[config.mk]
export PLATFORM = sky130hd
export DESIGN_NAME = mcpu_mem_arbiter
export DESIGN_NICKNAME = d
export VERILOG_FILES = /design/src/rtl/mcpu_mem_arbiter_pkg.sv /design/src/rtl/mcpu_rr_pick2.sv /design/src/rtl/mcpu_mem_arbiter.sv
export SDC_FILE = /design/constraint.sdc
export NUM_CORES = 1
export LEC_CHECK = 0
export BUFFER_PORTS_ARGS = -buffer_cell sky130_fd_sc_hd__buf_2
export CAP_MARGIN = 20
export CELL_PAD_IN_SITES_DETAIL_PLACEMENT = 1
export CELL_PAD_IN_SITES_GLOBAL_PLACEMENT = 2
export CORE_ASPECT_RATIO = 1.4
export CORE_MARGIN = 1
export CORE_UTILIZATION = 17
export CTS_CLUSTER_DIAMETER = 30
export DETAILED_ROUTE_END_ITERATION = 8
export GPL_TIMING_DRIVEN = 0
export PLACE_DENSITY = 0.81
export SLEW_MARGIN = 0
export SYNTH_ARGS = -nofsm -noshare
export SYNTH_HDL_FRONTEND = slang
export SYNTH_SLANG_ARGS = --single-unit
[constraint.sdc]
create_clock -name clk -period 2.1 [get_ports clk]
set_input_delay 0.105 -clock clk [delete_from_list [all_inputs] [get_ports clk]]
set_output_delay 0.105 -clock clk [all_outputs]
set_load 0.02 [all_outputs]
[src/rtl/mcpu_mem_arbiter_pkg.sv]
// rtl/mcpu_mem_arbiter_pkg.sv - shared MCPU widths and arbiter port identifiers
package mcpu_mem_arbiter_pkg;

    localparam int MCPU_ADDR_WIDTH = 8;
    localparam int MCPU_WORD_SIZE  = 16;
    localparam int MCPU_CNT_WIDTH  = 16;

    // Requester identity; also the encoding of last_winner and rd_owner.
    typedef enum logic {
        PORT_CPU = 1'b0,
        PORT_DBG = 1'b1
    } port_e;

    // The port that should win a tie after `p` won the previous access.
    function automatic port_e other_port(input port_e p);
        return (p == PORT_CPU) ? PORT_DBG : PORT_CPU;
    endfunction

endpackage

[src/rtl/mcpu_rr_pick2.sv]
// rtl/mcpu_rr_pick2.sv - two-way round-robin pick between CPU and debug ports
module mcpu_rr_pick2
    import mcpu_mem_arbiter_pkg::*;
(
    input  logic  cpu_elig_i,
    input  logic  dbg_elig_i,
    input  port_e last_winner_i,
    output logic  gnt_valid_o,
    output port_e winner_o
);

    // A lone eligible port wins outright; a tie goes to the port that did not win last.
    always_comb begin
        gnt_valid_o = cpu_elig_i | dbg_elig_i;
        winner_o    = PORT_CPU;
        if (cpu_elig_i && dbg_elig_i) begin
            winner_o = other_port(last_winner_i);
        end else if (dbg_elig_i) begin
            winner_o = PORT_DBG;
        end
    end

endmodule

[src/rtl/mcpu_mem_arbiter.sv]
// rtl/mcpu_mem_arbiter.sv - single-port MCPU RAM arbiter between CPU and debug loader
module mcpu_mem_arbiter
    import mcpu_mem_arbiter_pkg::*;
#(
    parameter int ADDR_WIDTH = MCPU_ADDR_WIDTH,
    parameter int WORD_SIZE  = MCPU_WORD_SIZE,
    parameter int CNT_WIDTH  = MCPU_CNT_WIDTH
) (
    input  logic                  clk,
    input  logic                  reset,

    input  logic                  cpu_req,
    input  logic                  cpu_we,
    input  logic [ADDR_WIDTH-1:0] cpu_addr,
    input  logic [WORD_SIZE-1:0]  cpu_wdata,
    output logic                  cpu_gnt,
    output logic                  cpu_rvalid,
    output logic [WORD_SIZE-1:0]  cpu_rdata,

    input  logic                  dbg_req,
    input  logic                  dbg_we,
    input  logic [ADDR_WIDTH-1:0] dbg_addr,
    input  logic [WORD_SIZE-1:0]  dbg_wdata,
    input  logic                  dbg_lock,
    output logic                  dbg_gnt,
    output logic                  dbg_rvalid,
    output logic [WORD_SIZE-1:0]  dbg_rdata,

    output logic                  ram_en,
    output logic                  ram_we,
    output logic [ADDR_WIDTH-1:0] ram_addr,
    output logic [WORD_SIZE-1:0]  ram_wdata,
    input  logic [WORD_SIZE-1:0]  ram_rdata,

    output logic [CNT_WIDTH-1:0]  cpu_wait_cnt
);

    localparam logic [CNT_WIDTH-1:0] CNT_ONE = {{(CNT_WIDTH-1){1'b0}}, 1'b1};

    port_e                last_winner_q, last_winner_d;
    logic                 rd_pending_q,  rd_pending_d;
    port_e                rd_owner_q,    rd_owner_d;
    logic [CNT_WIDTH-1:0] wait_cnt_q,    wait_cnt_d;

    logic  cpu_elig;
    logic  dbg_elig;
    logic  gnt_valid;
    port_e winner;
    logic  win_we;

    // The lock only removes the CPU from arbitration; it never cancels a read already issued.
    assign cpu_elig = cpu_req & ~dbg_lock;
    assign dbg_elig = dbg_req;

    mcpu_rr_pick2 u_pick (
        .cpu_elig_i    (cpu_elig),
        .dbg_elig_i    (dbg_elig),
        .last_winner_i (last_winner_q),
        .gnt_valid_o   (gnt_valid),
        .winner_o      (winner)
    );

    assign cpu_gnt = gnt_valid & (winner == PORT_CPU);
    assign dbg_gnt = gnt_valid & (winner == PORT_DBG);
    assign win_we  = (winner == PORT_CPU) ? cpu_we : dbg_we;

    // Steer the winner's access onto the RAM port; idle cycles drive a clean all-zero bus.
    always_comb begin
        ram_en    = gnt_valid;
        ram_we    = 1'b0;
        ram_addr  = '0;
        ram_wdata = '0;
        if (gnt_valid) begin
            ram_we    = win_we;
            ram_addr  = (winner == PORT_CPU) ? cpu_addr  : dbg_addr;
            ram_wdata = (winner == PORT_CPU) ? cpu_wdata : dbg_wdata;
        end
    end

    // Next-state: remember the winner, track an outstanding read, count CPU stall cycles.
    always_comb begin
        last_winner_d = last_winner_q;
        rd_pending_d  = 1'b0;
        rd_owner_d    = rd_owner_q;
        wait_cnt_d    = wait_cnt_q;
        if (gnt_valid) begin
            last_winner_d = winner;
            if (!win_we) begin
                rd_pending_d = 1'b1;
                rd_owner_d   = winner;
            end
        end
        if (cpu_req && !cpu_gnt && !(&wait_cnt_q)) begin
            wait_cnt_d = wait_cnt_q + CNT_ONE;
        end
    end

    // State registers; reset makes the CPU win the first tie and drops any pending read.
    always_ff @(posedge clk or posedge reset) begin
        if (reset) begin
            last_winner_q <= PORT_DBG;
            rd_pending_q  <= 1'b0;
            rd_owner_q    <= PORT_CPU;
            wait_cnt_q    <= '0;
        end else begin
            last_winner_q <= last_winner_d;
            rd_pending_q  <= rd_pending_d;
            rd_owner_q    <= rd_owner_d;
            wait_cnt_q    <= wait_cnt_d;
        end
    end

    // The RAM returns data the cycle after the read; route it only to the port that issued it.
    assign cpu_rvalid   = rd_pending_q & (rd_owner_q == PORT_CPU);
    assign dbg_rvalid   = rd_pending_q & (rd_owner_q == PORT_DBG);
    assign cpu_rdata    = cpu_rvalid ? ram_rdata : '0;
    assign dbg_rdata    = dbg_rvalid ? ram_rdata : '0;
    assign cpu_wait_cnt = wait_cnt_q;

endmodule

Word level (Yosys, flattened, before mapping)
Cells that the tools add are included.

Input port bits: 71. Flip-flop bits (word level): 19. Output and inout port bits: 78. Logic and storage cells: 35.

Reduce and logical (&&, ||, !) cells: 7. Bitwise operators: 10. Mux-type cells: 13. Add/subtract/negate cells: 1.

Operators by type and width (count): $mux 16 (4); $add 16x1->16 const B (1); $mux 8 (2); $reduce_and 16->1 (1); $mux 1 (7); $and 1x1->1 (5); $not 1->1 (4); $logic_and 1x1->1 (3); $logic_not 1->1 (2); $reduce_and 2->1 (1); $or 1x1->1 (1).

Logic depth before layout (Yosys ltp)
Gate-level depths: netlist (run 1).

Depth after elaboration: 9. Mapped depth: 6. Gate-level depth less buffers: 5.

By module
Synthesis (run 1) repeated with hierarchy kept, for this count alone.

Cell total of the unflattened synthesis: 182. Area total of the unflattened synthesis: 1640.3 sq um.

Modules (own cells, without submodules): mcpu_mem_arbiter (cells an instance 180, sequential area each 476.7 sq um, times used 1, area each 1626.6 sq um); mcpu_rr_pick2 (cells an instance 2, sequential area each 0.0 sq um, times used 1, area each 13.8 sq um).

Worst setup path before layout (run 1)
Ideal clock, no wire load.

Kind: register -> register. Start: reg wait_cnt_q[0], in the netlist cpu_wait_cnt[0]. End: reg wait_cnt_q[1], in the netlist cpu_wait_cnt[1]. Slack: 0.267 ns. Data arrival time: 1.708 ns. Buffers on the path: 0. Stages on the path, launching flop included: 6. Setup time: 0.125 ns. Clock period less this slack: 1.833 ns. Required time: 1.975 ns. Cells stage by stage: dfrtp_1 ha_1 nand3_4 nor4b_4 nor2_2 mux2_4.

Cells in the longest elaborated chain, start to end: 3. Elaborated cells between the ends (all ways): 4. Classes of those cells: 1 x add/sub; 3 x reduce/logical.

RTL lines: start, declared (line mcpu_mem_arbiter.sv:43) `logic [CNT_WIDTH-1:0] wait_cnt_q, wait_cnt_d;`; start signal, assigned (line mcpu_mem_arbiter.sv:109) `wait_cnt_q <= wait_cnt_d;`; parallel branches: the longest is 3 deep, another holds $add 16x1->16.

Several ways; the timed one is not identified. A chain may end at the register's enable or synchronous reset.

Final worst setup path (run 1)
Start: reg rd_pending_q. End: out cpu_rdata[7].

Cells in the longest elaborated chain, start to end: 2.

RTL lines: start, declared (line mcpu_mem_arbiter.sv:41) `logic rd_pending_q, rd_pending_d;`; start signal, assigned (line mcpu_mem_arbiter.sv:107) `rd_pending_q <= rd_pending_d;`; $and 1x1->1 (line mcpu_mem_arbiter.sv:114) `assign cpu_rvalid = rd_pending_q & (rd_owner_q == PORT_CPU);`; $mux 16 (line mcpu_mem_arbiter.sv:116) `assign cpu_rdata = cpu_rvalid ? ram_rdata : '0;`; end, declared (line mcpu_mem_arbiter.sv:18) `output logic [WORD_SIZE-1:0] cpu_rdata,`.

No other way between the ends.

==> qor.csv, run 1 <==
stage,metric,value,unit
status,outcome,"finished, final reports clean",
power,ir_drop,0.504,mV
yosys,synth_cell_types,35,
routing,num_vias,2012,
layout,area_growth,62.3,%
power,power.density,689,nW/um2
grt,globalRoute.totalOverflow,0,
yosys,ys_warn_count,0,
clock_tree,cts_buffer_depth,2,
yosys,yosys_register_bits,19,
routing,first_pass_iters,4,
clock_tree,cts_htree_levels,1,
layout,diodes,0,
timing,timing.setup.tns,0,ns
timing,hold_viol_final,0,
floorplan,rows,40,
yosys,synth_common_cells,"nand2_1, o21ai_0, and2_1, dfrtp_1, and3_1",
routing,drt_iter0_drc,52,
flow_run,drv_cap,0,
clock_tree,clk_latency,0.25,ns
yosys,yosysMostFrequentCell,nand2_1,
min_path,min_path_type,in -> async,
grt,grt_usage,0.121,
timing,layout_min_cycle_time,1.90,ns
critical_path,start_kind,flip-flop,
yosys,synthTopCellsByArea,"dfrtp_1, nand2_1, o21ai_0",
grt,antenna_found_initial,0,
placement,gp_congestion,0.707,
placement,placed_area,2410,um2
critical_path,cp_slowest_cell,dfrtp_1,
layout,design_area,2500,um2
layout,drive_gt1_frac,0.457,
yosys,ys.flop_type,dfrtp_1,
floorplan,dieArea,9440,um2
routing,drcViolationCount,0,
grt,grt_pass1_wl,9.09,mm
routing,wirelength,6.01,mm
timing,worstMarginPinSlew,0.803,ns
routing,wl_per_cell,12.9,um
timing,relSlewSlack,0.464,
critical_path,critical_path_class,reg -> out,
grt,grt_pass1_vias,1907,
timing,fin_hold_ws,0.000955,ns
yosys,synthArstFlopShare,1.00,
timing,clock.fmax,527,MHz
clock_tree,post_cts_buffers,0,
floorplan,die_h,115,um
timing,period_share,0.904,
floorplan,pin_count,149,
yosys,synth_cells,207,
clock_tree,clkTransAtPathRegs,0.06,ns
routing,drt.antenna.violating_nets,0,
placement,port_buffers,148,
clock_tree,cts_tree,built,
floorplan,start_util,0.178,
yosys,synth.avg_cell_area,7.43,um2
critical_path,slowest_delay,0.48,ns
yosys,yosys.area.top_type,dfrtp_1,
yosys,netlist_area,1540,um2
yosys,synth_edf_count,0,
power,p_leak,1.49,nW
timing,setup_viol,0,
timing,fin_skew,0.00239,ns
critical_path,path_cells,"nor2b_1, clkbuf_1, and2_1, buf_2",
critical_path,endpoint_kind,output pin,
timing,rsz0062_at_grt,false,
floorplan,die_x,82.4,um
floorplan,core_region_area,8660,um2
grt,grt_max_degree,20,
critical_path,crit_fanout,10,
routing,viasPerCell,4.34,
layout,fin_nets,432,
clock_tree,clk_root_buffer_cell,clkbuf_16,
yosys,ys_seq_area_frac,0.310,
placement,dp_hpwl,4.98,mm
critical_path,critPathBufInv,2,
timing,maxSlewViolCount,0,
layout,final_util,0.288,
critical_path,arrival,1.79,ns
yosys,syn_nets,279,
critical_path,cp_top_family,simple AND/OR/NAND/NOR gates,
critical_path,critical_path_required,2.00,ns
yosys,yosys.area.top_type_share,0.293,
clock_tree,cts_buffers,3,
clock_tree,clock-sinks,19,
layout,n_fill_cell,1122,
[report_power, final]
group	switching, mW	internal (mW)
clock	0.147	0.257
sequential	0.119	0.448
combinational	0.462	0.287
total	0.728	0.992
[per-layer routing]
metal | vias up | GRT usage | part of all wire
met3 | 4 | 0.0247 | 0.075
met2 | 70 | 0.237 | 0.54
met5 | - | 0 | 0
met1 | 926 | 0.130 | 0.38
li1 | 1012 | - | -
met4 | 0 | 0.0211 | 0.0085
[registers in the layout, summed over array words and instances, names as in the netlist]
register / flops
cpu_wait_cnt: 16
last_winner_q: 1
rd_owner_q: 1
rd_pending_q: 1
[worst paths after layout]
kind / depth (start not counted) / endpoint / slack, ns / from
setup / recovery: 4 / cpu_rdata[7] / 0.20 / rd_pending_q
setup reg to reg: 5 / cpu_wait_cnt[1] / 0.22 / cpu_wait_cnt[0]
hold / removal: 2 / cpu_wait_cnt[13] / 0.001 / reset
min in group clk: 3 / last_winner_q / 0.13 / dbg_req
hold reg to reg: 1 / cpu_wait_cnt[7] / 0.49 / cpu_wait_cnt[7]
max in group asynchronous: 2 / rd_pending_q / 1.60 / reset
[cell families after synthesis]
kind of cell,synth area share
simple gates,0.427
compound gates,0.122
flops,0.310
xor+xnor,0.0797
buf+inv,0.0374
mux,0.0163
fa+ha+maj,0.00813
[worst reg2reg max path: stages (launching register included)]
cell     delay [ns]
dfrtp_1        0.42
ha_1           0.27
nand3_4        0.15
nor4b_4        0.49
nor2_2         0.13
mux2_4         0.31
[placed cells by master, fill, tap and decap left out, types with 2 or more instances in the layout]
cell	netlist	routed
a21oi_1	4	4
and2_1	18	18
and3_1	17	17
and4_1	2	2
buf_2	4	152
clkbuf_1	7	7
clkbuf_16	0	3
dfrtp_1	18	18
inv_1	2	2
nand2_1	54	54
nand3_1	2	2
nand4_1	3	3
nor2_1	4	4
nor2b_1	3	3
nor3_1	8	8
nor4_1	4	4
o21ai_0	25	25
xor2_1	14	14
[timing repair]
action                                  CTS  global route
resized for setup                         0             1
endpoints found under the setup margin    0            10
hold buffers                              0             0
[stage by stage]
stage	worst slack (ns)	instances	total power [mW]
2_1_floorplan	0.267	207	1.02
3_3_place_gp	0.203	460	1.31
3_5_place_dp	0.227	460	1.33
4_1_cts	0.0717	464	1.75
5_1_grt	0.00542	464	1.84
6_report	0.201	464	1.72
[area by class of cell]
cell class	instances	area, um2	area share
inverters	3	11.3	0.00451
clock inverters	1	7.51	0.00301
well taps	105	131	0.0526
plain buffers	11	46.3	0.0185
multi-input cells	174	1010	0.404
clock buffers	3	75.1	0.0301
flip-flops and latches	19	477	0.191
repair buffers	148	741	0.297
Power figures use the tool's default switching activity.
==> run 2, diff against run 1 <==
Settings changed: CAP_MARGIN 20 to not set, CORE_ASPECT_RATIO 1.4 to not set.
==> run 2 against run 1 <==
- the flow now finishes with violations (hold timing)
- highest routed layer unchanged
- clock-buffer cell count rose by 1
- register-to-register slack barely moved
- hold slack got worse by 0.038 ns
- sequential share of layout area rose by 0.24 points
- combinational power rose by 0.8%
- first-iteration DRC count fell by 48%
- critical path type is now reg -> reg
- clock power fell by 36%
- critical endpoint is now cpu_wait_cnt[1]
==> qor.csv, run 2 (synthesis gave the netlist of run 1 again) <==
stage,metric,value,unit
routing,first_pass_iters,4,
routing,wirelength,6.17,mm
placement,dp_hpwl,5.11,mm
power,power.density,641,nW/um2
critical_path,slowest_delay,0.47,ns
grt,antenna_found_initial,0,
critical_path,reg2reg_slack,0.22,ns
power,ir_drop,0.503,mV
layout,drive_gt1_frac,0.457,
timing,timing.setup.tns,0,ns
floorplan,die_h,97.1,um
clock_tree,clk_latency,0.26,ns
floorplan,dieArea,9440,um2
timing,setup_ws,0.224,ns
placement,preCtsSetupSlack,0.210,ns
layout,mostFrequentLayoutCells,"buf_2, nand2_1, o21ai_0",
layout,largest_reg_flops,16,
routing,viasPerCell,4.38,
clock_tree,clock-sinks,19,
layout,fin_nets,432,
layout,area_growth,60.2,%
routing,wl_per_cell,13.2,um
timing,rsz0062_at_grt,false,
critical_path,critical_path_required,2.24,ns
flow_run,drv_cap,0,
clock_tree,cts_buffers,3,
layout,multi_input_area,1010,um2
timing,maxSlewViolCount,0,
floorplan,start_util,0.176,
clock_tree,clk_root_buffer_cell,clkbuf_8,
timing,fin_hold_ws,-0.0373,ns
critical_path,endpoint_kind,flip-flop,
power,finalPower,1.58,mW
timing,setup_viol,0,
layout,design_area,2470,um2
power,combPwrFrac,0.477,
timing,period_share,0.893,
clock_tree,cts_tree,built,
power,pwr-share-clk,0.164,
routing,drt.antenna.violating_nets,0,
floorplan,rows,34,
placement,port_buffers,148,
layout,n_fill_cell,1128,
floorplan,core_region_area,8760,um2
critical_path,start_kind,flip-flop,
placement,placed_area,2410,um2
layout,final_util,0.281,
clock_tree,ctsHoldBuffers,0,
layout,ff_latch_area,477,um2
status,violations,hold timing,
min_path,min_path_type,in -> async,
layout,stdcell_count,467,
critical_path,cp_slowest_cell,nor4b_4,
timing,fin_skew,0.00544,ns
critical_path,path_cells,"ha_1, nand3_4, nor4b_4, nor2_2, mux2_4",
critical_path,arrival,2.02,ns
clock_tree,cts_htree_levels,1,
routing,drcViolationCount,0,
timing,layout_min_cycle_time,1.88,ns
layout,final_common_cell,buf_2,
layout,diodes,0,
grt,grt_max_degree,20,
grt,globalRoute.totalOverflow,0,
routing,num_vias,2045,
clock_tree,clkTransAtPathRegs,0.07,ns
grt,grt_usage,0.131,
placement,post-place-cells,463,
floorplan,pin_count,149,
placement,gp_congestion,0.809,
power,seqPwrFrac,0.358,
timing,clock.fmax,533,MHz
clock_tree,cts_buffer_depth,2,
critical_path,critical_path_class,reg -> reg,
grt,grt_pass1_wl,10.3,mm
grt,grt_pass1_vias,2072,
timing,relSlewSlack,0.505,
timing,worstMarginPinSlew,0.742,ns
routing,drt_iter0_drc,27,
power,power.switching,0.711,mW
critical_path,crit_fanout,8,
status,outcome,finished with violations,
power,switching_share,0.450,
timing,hold_viol_final,18,
power,p_leak,1.47,nW
power,p_int,0.870,mW
floorplan,die_x,97.1,um
-- run 2: critical path, delay by kind of cell, from the launching register on --
family / cells / cell delay (ns)
DFF: 1 / 0.42
and+or+nand+nor: 3 / 0.75
muxes: 1 / 0.32
adders and majority gates: 1 / 0.27
-- run 2: worst paths after layout --
check                                start               end  cells after the start
max reg2reg                cpu_wait_cnt[0]   cpu_wait_cnt[1]                      5
min                                  reset  cpu_wait_cnt[12]                      2
min in group clk                   dbg_req     last_winner_q                      3
max                        cpu_wait_cnt[0]   cpu_wait_cnt[1]                      5
max in group asynchronous            reset   cpu_wait_cnt[9]                      2
min reg2reg                cpu_wait_cnt[7]   cpu_wait_cnt[7]                      1
-- run 2: routing by layer --
layer	share of wire	GRT usage	wire, um
met2	0.52	0.239	3190
met3	0.054	0.0209	335
met4	0.0075	0.0276	46
met1	0.42	0.162	2600
met5	0	0	0
-- run 2: layout make-up --
type / count / share of cell area
tap: 108 / 0.0548
timing repair buffer: 148 / 0.300
inverter: 3 / 0.00457
buffer: 11 / 0.0188
clock buffer: 4 / 0.0183
sequential: 19 / 0.193
multi-input combinational: 174 / 0.410
-- run 2: power groups by stage --
| stage | clock [mW] | combinational [mW] | sequential, mW |
|---|---|---|---|
| 2_1_floorplan | 0 | 0.381 | 0.638 |
| 3_3_place_gp | 0 | 0.750 | 0.567 |
| 3_5_place_dp | 0 | 0.767 | 0.572 |
| 4_1_cts | 0.273 | 0.768 | 0.567 |
| 5_1_grt | 0.286 | 0.837 | 0.583 |
| 6_report | 0.260 | 0.755 | 0.567 |
-- run 2: timing repair --
item / in CTS / in global routing
gates resized for setup: 0 / 2
buffers inserted: 0 / 0
hold endpoints to repair: 0 / 0
endpoints found under the setup margin: 0 / 22
==> run 3, diff against run 2 <==
==> constraint.sdc (replaced) <==
create_clock -name clk -period 2.1 [get_ports clk]
set_input_delay 0.105 -clock clk [delete_from_list [all_inputs] [get_ports clk]]
set_output_delay 0.105 -clock clk [all_outputs]
set_load 0.1 [all_outputs]
==> run 3 against run 2 <==
- the run still ends with hold timing left
- largest cell class unchanged
- final cell count did not move
- via count rose by 0.93%
- total power rose by 67%
- sequential share of layout area fell by 0.64 points
- maximum frequency fell by 6.0%
- largest power group unchanged
- critical endpoint is now ram_wdata[14]
- global-route usage fell by 0.098 points
==> qor.csv, run 3 (synthesis gave the netlist of run 1 again) <==
stage,metric,value,unit
floorplan,die_h,97.1,um
critical_path,rr_endpoint,cpu_wait_cnt[1],
critical_path,arrival,1.89,ns
critical_path,start_kind,flip-flop,
routing,first_pass_iters,4,
critical_path,endpoint_kind,output pin,
flow_run,drv_cap,0,
layout,final_common_cell,buf_2,
status,outcome,finished with violations,
timing,setup_viol,0,
layout,largest_reg_flops,16,
critical_path,reg2reg_slack,0.29,ns
grt,antenna_found_initial,0,
grt,grt_pass1_wl,10.3,mm
layout,n_fill_cell,1100,
routing,drcViolationCount,0,
critical_path,crit_end,ram_wdata[14],
critical_path,critical_path_class,reg -> out,
clock_tree,clk_root_buffer_cell,clkbuf_8,
clock_tree,cts_buffers,3,
floorplan,core_region_area,8760,um2
power,finalPower,2.64,mW
status,violations,hold timing,
floorplan,rows,34,
floorplan,start_util,0.176,
min_path,min_path_type,in -> async,
clock_tree,cts_buffer_depth,2,
timing,fin_hold_ws,-0.0324,ns
layout,fin_nets,432,
timing,timing.setup.tns,0,ns
grt,grt_usage,0.130,
timing,hold_viol_final,18,
timing,clock.fmax,501,MHz
clock_tree,clkTransAtPathRegs,0.08,ns
critical_path,r2r-start,cpu_wait_cnt[0],
floorplan,pin_count,149,
floorplan,dieArea,9440,um2
power,p_leak,1.51,nW
timing,period_share,0.950,
routing,viasPerCell,4.42,
routing,num_vias,2064,
layout,area_growth,72.3,%
timing,relSlewSlack,0.490,
placement,port_buffers,148,
floorplan,die_x,97.1,um
timing,fin_skew,0.00580,ns
routing,drt_iter0_drc,25,
clock_tree,cts_tree,built,
grt,grt_pass1_vias,2057,
routing,wirelength,6.36,mm
layout,diodes,0,
power,power.density,997,nW/um2
timing,layout_min_cycle_time,2.00,ns
critical_path,crit_path_start,last_winner_q,
grt,grt_max_degree,20,
routing,wl_per_cell,13.6,um
critical_path,r2r_cells,5,
timing,worstMarginPinSlew,0.764,ns
clock_tree,clock-sinks,19,
critical_path,crit_fanout,10,
clock_tree,ctsHoldBuffers,0,
clock_tree,clk_latency,0.26,ns
grt,globalRoute.totalOverflow,0,
placement,gp_congestion,0.801,
routing,drt.antenna.violating_nets,0,
layout,drive_gt1_frac,0.596,
timing,rsz0062_at_grt,true,
timing,maxSlewViolCount,0,
power,ir_drop,1.03,mV
layout,mostFrequentLayoutCells,"buf_2, nand2_1, o21ai_2",
placement,dp_hpwl,5.28,mm
clock_tree,cts_htree_levels,1,
critical_path,critical_path_required,2.00,ns
run 3: critical path: stages (launching register included):
cell and delay, ns:
dfstp_2 0.57, a21boi_2 0.10, clkbuf_1 0.31, o21ai_2 0.20
buf_2 0.44
run 3: cell type report:
class	instances	area, um2	share of cell area
Buffer	11	57.6	0.0217
Sequential cell	19	495	0.187
Clock inverter	1	5.00	0.00189
Inverter	3	11.3	0.00425
Clock buffer	3	41.3	0.0156
Tap cell	108	135	0.0510
Multi-Input combinational cell	174	1100	0.414
Timing Repair Buffer	148	807	0.304
run 3: how the worst min path moves through the flow:
| stage | end | slack [ns] | startpoint | depth (start not counted) |
|---|---|---|---|---|
| CTS | rd_pending_q | 0.01 | reset | 2 |
| global placement | rd_pending_q | 0.28 | reset | 2 |
| finish | rd_pending_q | -0.03 | reset | 2 |
| floorplan | cpu_wait_cnt[7] | 0.05 | reset | 1 |
| global route | rd_owner_q | 0.04 | reset | 2 |
| detailed placement | rd_pending_q | 0.30 | reset | 2 |
run 3: through the flow:
step | instance area (um2) | utilization | instances | setup WS (ns)
floorplan | 1650 | - | 207 | -0.320
global placement | 2520 | 0.288 | 463 | -0.0642
detailed placement | 2520 | 0.288 | 463 | -0.0682
CTS | 2610 | 0.297 | 467 | 0.0398
global route | 2650 | 0.303 | 467 | -0.0117
finish | 2650 | 0.303 | 467 | 0.104
run 3: timing repair:
item / CTS / global route
resized for setup: 14 / 19
setup endpoints to repair: 25 / 26
cloned: 0 / 0
buffers inserted: 0 / 0
run 3: power by group:
part	leakage (nW)	total [mW]	internal, mW	switching (mW)
clock	0.0255	0.265	0.132	0.133
combinational	1.26	1.80	0.326	1.48
sequential	0.221	0.577	0.461	0.116
run 3: layer usage:
| metal | vias to the layer above | track usage | routed length, um |
|---|---|---|---|
| met5 | - | 0 | 0 |
| met4 | 0 | 0.0321 | 87 |
| met3 | 9 | 0.0259 | 408 |
| met2 | 73 | 0.232 | 3270 |
| met1 | 965 | 0.160 | 2590 |
| li1 | 1017 | - | - |
